## src/rtl/mem_pkg.sv

```systemverilog
// Shared types and constants for the unified-RAM arbiter.
package mem_pkg;

    // Transaction sequencer states
    typedef enum logic [1:0] {
        IDLE   = 2'd0,
        ACCESS = 2'd1,
        RESP   = 2'd2
    } state_e;

    // Which requester owns the transaction in flight
    typedef enum logic {
        OWN_I = 1'b0,
        OWN_D = 1'b1
    } owner_e;

    // funct3 encodings understood by the ram
    localparam logic [2:0] F3_W  = 3'b010;  // LW / SW
    localparam logic [2:0] F3_BU = 3'b100;  // LBU
    localparam logic [2:0] F3_B  = 3'b000;  // SB

endpackage

```

## src/rtl/mem_arbiter_arb_prio.sv

```systemverilog
// Two-way priority picker: data port wins a tie.
// Optional feature macro: ARB_STARVE_GUARD_EN -- after STARVE_LIMIT data
// grants made while fetch was waiting, the next tie goes to fetch.
module arb_prio #(
    parameter int STARVE_LIMIT = 4
) (
    input  logic clk,
    input  logic rst,
    input  logic en_i,           // arbiter may grant this cycle
    input  logic fetch_valid_i,
    input  logic data_valid_i,
    output logic fetch_gnt_o,
    output logic data_gnt_o
);

`ifdef ARB_STARVE_GUARD_EN
    localparam int CW = $clog2(STARVE_LIMIT + 1);

    logic [CW-1:0] cnt_q, cnt_d;
    logic          force_fetch;

    assign force_fetch = (cnt_q == CW'(STARVE_LIMIT));

    // Grant: data first unless fetch has been starved long enough
    always_comb begin
        fetch_gnt_o = en_i && fetch_valid_i && (!data_valid_i || force_fetch);
        data_gnt_o  = en_i && data_valid_i && !(fetch_valid_i && force_fetch);
    end

    // Starve counter: counts data grants that left fetch waiting, saturating
    always_comb begin
        cnt_d = cnt_q;
        if (fetch_gnt_o)
            cnt_d = '0;
        else if (data_gnt_o && fetch_valid_i && !force_fetch)
            cnt_d = cnt_q + 1'b1;
    end

    // Starve counter register
    always_ff @(posedge clk or posedge rst) begin
        if (rst) cnt_q <= '0;
        else     cnt_q <= cnt_d;
    end
`else
    // Strict data priority; clock, reset and the limit have no role here
    logic unused_ok;
    assign unused_ok = ^{clk, rst, 32'(STARVE_LIMIT)};

    assign fetch_gnt_o = en_i && fetch_valid_i && !data_valid_i;
    assign data_gnt_o  = en_i && data_valid_i;
`endif

endmodule

```

## src/rtl/mem_arbiter.sv

```systemverilog
// Arbiter sharing the single-ported unified RAM between fetch and LSU.
// Each transaction runs IDLE -> ACCESS -> RESP; RAM pins come straight from
// registers and are non-zero only during ACCESS.
// Optional feature macro: ARB_STARVE_GUARD_EN (see arb_prio).
module mem_arbiter
    import mem_pkg::*;
#(
    parameter int ADDR_W       = 32,
    parameter int STARVE_LIMIT = 4
) (
    input  logic              clk,
    input  logic              rst,
    input  logic              i_req_valid,
    output logic              i_req_ready,
    input  logic [ADDR_W-1:0] i_req_addr,
    output logic              i_rsp_valid,
    input  logic              i_rsp_ready,
    output logic [31:0]       i_rsp_data,
    input  logic              d_req_valid,
    output logic              d_req_ready,
    input  logic              d_req_we,
    input  logic [2:0]        d_req_funct3,
    input  logic [ADDR_W-1:0] d_req_addr,
    input  logic [31:0]       d_req_wdata,
    output logic              d_rsp_valid,
    input  logic              d_rsp_ready,
    output logic [31:0]       d_rsp_data,
    output logic [31:0]       ram_address,
    output logic [31:0]       ram_write_data,
    output logic              ram_w_write_enable,
    output logic              ram_b_write_enable,
    output logic              ram_read_enable,
    output logic [2:0]        ram_funct3,
    input  logic [31:0]       ram_read_data
);

    state_e      state_q, state_d;
    owner_e      owner_q, owner_d;
    logic        we_q, we_d;
    logic [31:0] addr_q, addr_d;
    logic [31:0] wdata_q, wdata_d;
    logic [2:0]  f3_q, f3_d;
    logic        rd_en_q, rd_en_d;
    logic        w_en_q, w_en_d;
    logic        b_en_q, b_en_d;
    logic [31:0] i_rdata_q, i_rdata_d;
    logic [31:0] d_rdata_q, d_rdata_d;
    logic        gnt_i, gnt_d;

    arb_prio #(.STARVE_LIMIT(STARVE_LIMIT)) u_prio (
        .clk          (clk),
        .rst          (rst),
        .en_i         (state_q == IDLE),
        .fetch_valid_i(i_req_valid),
        .data_valid_i (d_req_valid),
        .fetch_gnt_o  (gnt_i),
        .data_gnt_o   (gnt_d)
    );

    // Next state, request latching and response capture
    always_comb begin
        state_d     = state_q;
        owner_d     = owner_q;
        we_d        = we_q;
        i_rdata_d   = i_rdata_q;
        d_rdata_d   = d_rdata_q;
        // RAM pin registers fall back to zero outside ACCESS
        addr_d      = '0;
        wdata_d     = '0;
        f3_d        = '0;
        rd_en_d     = 1'b0;
        w_en_d      = 1'b0;
        b_en_d      = 1'b0;
        i_req_ready = 1'b0;
        d_req_ready = 1'b0;
        case (state_q)
            IDLE: begin
                i_req_ready = gnt_i;
                d_req_ready = gnt_d;
                if (gnt_d) begin
                    state_d = ACCESS;
                    owner_d = OWN_D;
                    we_d    = d_req_we;
                    addr_d  = 32'(d_req_addr);
                    wdata_d = d_req_wdata;
                    f3_d    = d_req_funct3;
                    rd_en_d = !d_req_we;
                    // Stores with an unsupported funct3 touch nothing but still ack
                    w_en_d  = d_req_we && (d_req_funct3 == F3_W);
                    b_en_d  = d_req_we && (d_req_funct3 == F3_B);
                end else if (gnt_i) begin
                    state_d = ACCESS;
                    owner_d = OWN_I;
                    we_d    = 1'b0;
                    addr_d  = 32'(i_req_addr);
                    f3_d    = F3_W;
                    rd_en_d = 1'b1;
                end
            end
            ACCESS: begin
                state_d = RESP;
                if (owner_q == OWN_I) i_rdata_d = ram_read_data;
                else                  d_rdata_d = we_q ? 32'h0 : ram_read_data;
            end
            RESP: begin
                if ((owner_q == OWN_I && i_rsp_ready) || (owner_q == OWN_D && d_rsp_ready))
                    state_d = IDLE;
            end
            default: state_d = IDLE;
        endcase
    end

    // State and datapath registers; reset drops any in-flight access
    always_ff @(posedge clk or posedge rst) begin
        if (rst) begin
            state_q   <= IDLE;
            owner_q   <= OWN_I;
            we_q      <= 1'b0;
            addr_q    <= '0;
            wdata_q   <= '0;
            f3_q      <= '0;
            rd_en_q   <= 1'b0;
            w_en_q    <= 1'b0;
            b_en_q    <= 1'b0;
            i_rdata_q <= '0;
            d_rdata_q <= '0;
        end else begin
            state_q   <= state_d;
            owner_q   <= owner_d;
            we_q      <= we_d;
            addr_q    <= addr_d;
            wdata_q   <= wdata_d;
            f3_q      <= f3_d;
            rd_en_q   <= rd_en_d;
            w_en_q    <= w_en_d;
            b_en_q    <= b_en_d;
            i_rdata_q <= i_rdata_d;
            d_rdata_q <= d_rdata_d;
        end
    end

    assign ram_address        = addr_q;
    assign ram_write_data     = wdata_q;
    assign ram_funct3         = f3_q;
    assign ram_read_enable    = rd_en_q;
    assign ram_w_write_enable = w_en_q;
    assign ram_b_write_enable = b_en_q;

    assign i_rsp_valid = (state_q == RESP) && (owner_q == OWN_I);
    assign d_rsp_valid = (state_q == RESP) && (owner_q == OWN_D);
    assign i_rsp_data  = i_rdata_q;
    assign d_rsp_data  = d_rdata_q;

endmodule

```

## config.mk

```make
export PLATFORM = sky130hd
export DESIGN_NAME = mem_arbiter
export DESIGN_NICKNAME = d
export VERILOG_FILES = /design/src/rtl/mem_pkg.sv /design/src/rtl/mem_arbiter_arb_prio.sv /design/src/rtl/mem_arbiter.sv
export SDC_FILE = /design/constraint.sdc
export NUM_CORES = 1
export LEC_CHECK = 0
export ABC_CLOCK_PERIOD_IN_PS = 7300
export CORE_MARGIN = 2
export CORE_UTILIZATION = 42
export CTS_CLUSTER_SIZE = 10
export DETAILED_ROUTE_END_ITERATION = 16
export HOLD_SLACK_MARGIN = 0.02
export PLACE_DENSITY = 0.85
export SETUP_SLACK_MARGIN = 0.4
export SLEW_MARGIN = 5
export SYNTH_ARGS = -nofsm -noshare
export SYNTH_HDL_FRONTEND = slang
export SYNTH_SLANG_ARGS = --single-unit
```

## constraint.sdc

```tcl
create_clock -name clk -period 7.3 [get_ports clk]
set_input_delay 1.46 -clock clk [delete_from_list [all_inputs] [get_ports clk]]
set_output_delay 1.46 -clock clk [all_outputs]
set_load 0.01 [all_outputs]
```

==> impl_metrics.ini <==
[placement]
place_hpwl_um = 10400
dp_slack_ps = 1950
portBuffers = 275
dpl_cell_area_um2 = 8070
gp_congestion = 0.747

[clocking]
post_cts_buffers = 0
ctsHoldBuffers = 0
h-tree-depth = 4
cts_resized = 0
cts.sinks = 138
path_clk_slew_ps = 60
cts_buffers = 17
cts_tree = built
clockBufferDepth = 2
clock_latency_ps = 410
cts_root_buf = clkbuf_16

[timing]
fin_ws_ps = 1950
fmax_mhz = 187
finalWorstPathRequiredPeriod_ps = 5350
setup_violations = 0
relSlewSlack_pct = 22.5
slew_viol_final = 0
rsz0062_at_grt = false
tns_ps = 0
finalHoldViolCount = 0
worstMarginPinSlew_ps = 1160
fin_worst_skew_ps = 5.39
min_period_over_period_pct = 73.3

[logic_synthesis]
synthCells = 344
yosysSeqAreaShare_pct = 66.3
syn_nets = 482
synthDistinctLibCells = 30
syn_area_um2 = 5210
syn_area_per_cell_um2 = 15.1
synth_warnings = 0
synth-seq-cells = 138

[power]
powerDensity_nw_per_um2 = 384
p_leak_nw = 3.79
vdd_drop_max_mv = 0.139

[drt]
dr_wl_met3_um = 1070
wl_per_cell_um = 17.5
route.detailed.drc = 0
drtIter0Drc = 191
route.met2.wl_um = 7350
wl_met1_um = 5240
top_layer = met5
drt-total-wl_um = 14000
postRouteAntennaNets = 0
drt-pass1-iter-count = 4
num_vias = 3788
viasPerCell = 4.72

[die]
floorplan.initialDensity_pct = 43.2
fp.coreArea_um2 = 12100
die_h_um = 115
die-area_um2 = 13300
die_w_um = 115
io_pins = 276
rows = 40

[finish]
final_cell_area_um2 = 8730
area_growth_pct = 67.5
drive_above_1_share_pct = 17.0
fillers = 847
finish.net_count = 759
diodes = 0

[global_route]
grtUsageTotal_pct = 21.2
grt_max_degree = 74
grt_pass1_wl_um = 21000
grt-ovfl-total = 0
antenna_found_initial = 0
first_global_vias = 4095

[critical_path]
cp.buffers_inverters = 3
path_cells = clkdlybuf4s50_1 -> or3b_4 -> inv_2 -> clkdlybuf4s50_1
max_stage_delay_ps = 700
worstPathRequired_ps = 5840
start_kind = input pin
crit_arrival_ps = 3890
crit_path_frequent_cell = clkdlybuf4s50_1
crit_family = buffers and inverters
worstSetupPathType = input pin to primary output
critPathSlowestCell = clkdlybuf4s50_1
cp-end-kind = primary output
cp_max_fo = 70

[worst_hold_path]
min_path_type = flip-flop to flip-flop

[status]
status = finished, final reports clean

[run]
cap_violations = 0
==> worst reg2reg max path: stages, from the launching register on <==
cell and delay [ps]:
dfrtp_1 470, or3b_4 440, inv_2 680, a22o_1 350
==> stage by stage <==
step	cells	hold slack [ps]	util (%)	power, mW
CTS	802	508	72.4	3.39
floorplan	344	551	-	1.74
finish	802	505	72.4	3.35
global route	802	515	72.4	3.52
global placement	770	489	66.9	2.38
detailed placement	770	495	66.9	2.43
==> registers in the layout, indices dropped and copies added, names as in the netlist <==
name and cells:
ram_address 32, ram_w_write_enable 1, owner_q 1, ram_read_enable 1, ram_b_write_enable 1, ram_write_data 32
we_q 1, ram_funct3 3, d_rsp_data 32, state_q 2, i_rsp_data 32
==> area by class of cell <==
class                   count  area (um2)  share of cell area (%)
flip-flops and latches    138        3450                    39.6
repair buffers            279        2780                    31.9
multi-input cells         181        1600                    18.4
clock buffers              21         470                    5.39
well taps                 168         210                    2.41
clock inverters            11         191                    2.19
inverters                   4        20.0                   0.229
==> logic make-up after synthesis <==
group | count (synthesis) | synth area share, %
multiplexers | 65 | 14.4
AO/OA/AOI/OAI | 37 | 6.00
flip-flops | 138 | 66.3
buffers and inverters | 25 | 3.27
AND/OR/NAND/NOR | 79 | 10.1
==> worst paths after layout <==
kind                                              end                  startpoint  depth (start not counted)  slack (ps)
setup / recovery                          d_req_ready                 d_req_valid                          4        1950
hold / removal             i_rsp_data[23]$_DFFE_PP0P_  i_rsp_data[23]$_DFFE_PP0P_                          1         500
setup reg to reg            ram_address[22]$_DFF_PP0_      state_q[1]$_DFFE_PP0P_                          3        5290
hold reg to reg            i_rsp_data[23]$_DFFE_PP0P_  i_rsp_data[23]$_DFFE_PP0P_                          1         500
max in group asynchronous   i_rsp_data[2]$_DFFE_PP0P_                         rst                          3        4440
min in group asynchronous   ram_address[16]$_DFF_PP0_                         rst                          2        1510
==> layer usage <==
metal	GRT usage, %	up-vias
met5	0	-
met2	38.1	188
li1	-	1735
met3	6.38	29
met1	23.0	1834
met4	9.16	2
==> where the power goes <==
part | switching (mW) | internal (mW) | total (mW) | leakage [nW]
logic | 0.458 | 0.762 | 1.22 | 1.71
registers | 0.157 | 1.02 | 1.18 | 1.77
clock network | 0.315 | 0.633 | 0.948 | 0.315
total | 0.930 | 2.42 | 3.35 | 3.79
==> cells in the mapped netlist <==
cell,number,area share (%)
dfrtp_1,138,66
mux2_2,60,13
and2_1,34,4.1
a22o_1,32,5.4
nor2b_1,32,3.8
buf_6,7,1.5
buf_2,5,0.48
mux2_4,5,1.4
buf_4,4,0.58
clkbuf_1,3,0.22
inv_1,3,0.22
clkbuf_2,2,0.19
nor2_1,2,0.14
a21o_1,1,0.14
a21oi_1,1,0.096
and3b_1,1,0.17
inv_2,1,0.072
nand2b_1,1,0.12
nor3b_2,1,0.24
nor4_1,1,0.12
nor4b_1,1,0.17
nor4b_2,1,0.29
o21ai_0,1,0.096
o21bai_1,1,0.14
o31ai_1,1,0.14
or2_2,1,0.12
or2b_1,1,0.14
or2b_2,1,0.17
or3b_4,1,0.22
or4bb_2,1,0.24
==> cells in the final DEF, fill, tap and decap left out, types with 3 or more instances in the layout <==
master	netlist	final
a22o_1	32	32
and2_1	34	34
buf_4	4	4
bufinv_16	0	5
clkbuf_16	0	17
clkbuf_8	0	3
clkdlybuf4s50_1	0	275
clkinvlp_4	0	3
dfrtp_1	138	138
mux2_2	60	60
mux2_4	5	5
nor2b_1	32	32
Power figures use the tool's default switching activity.
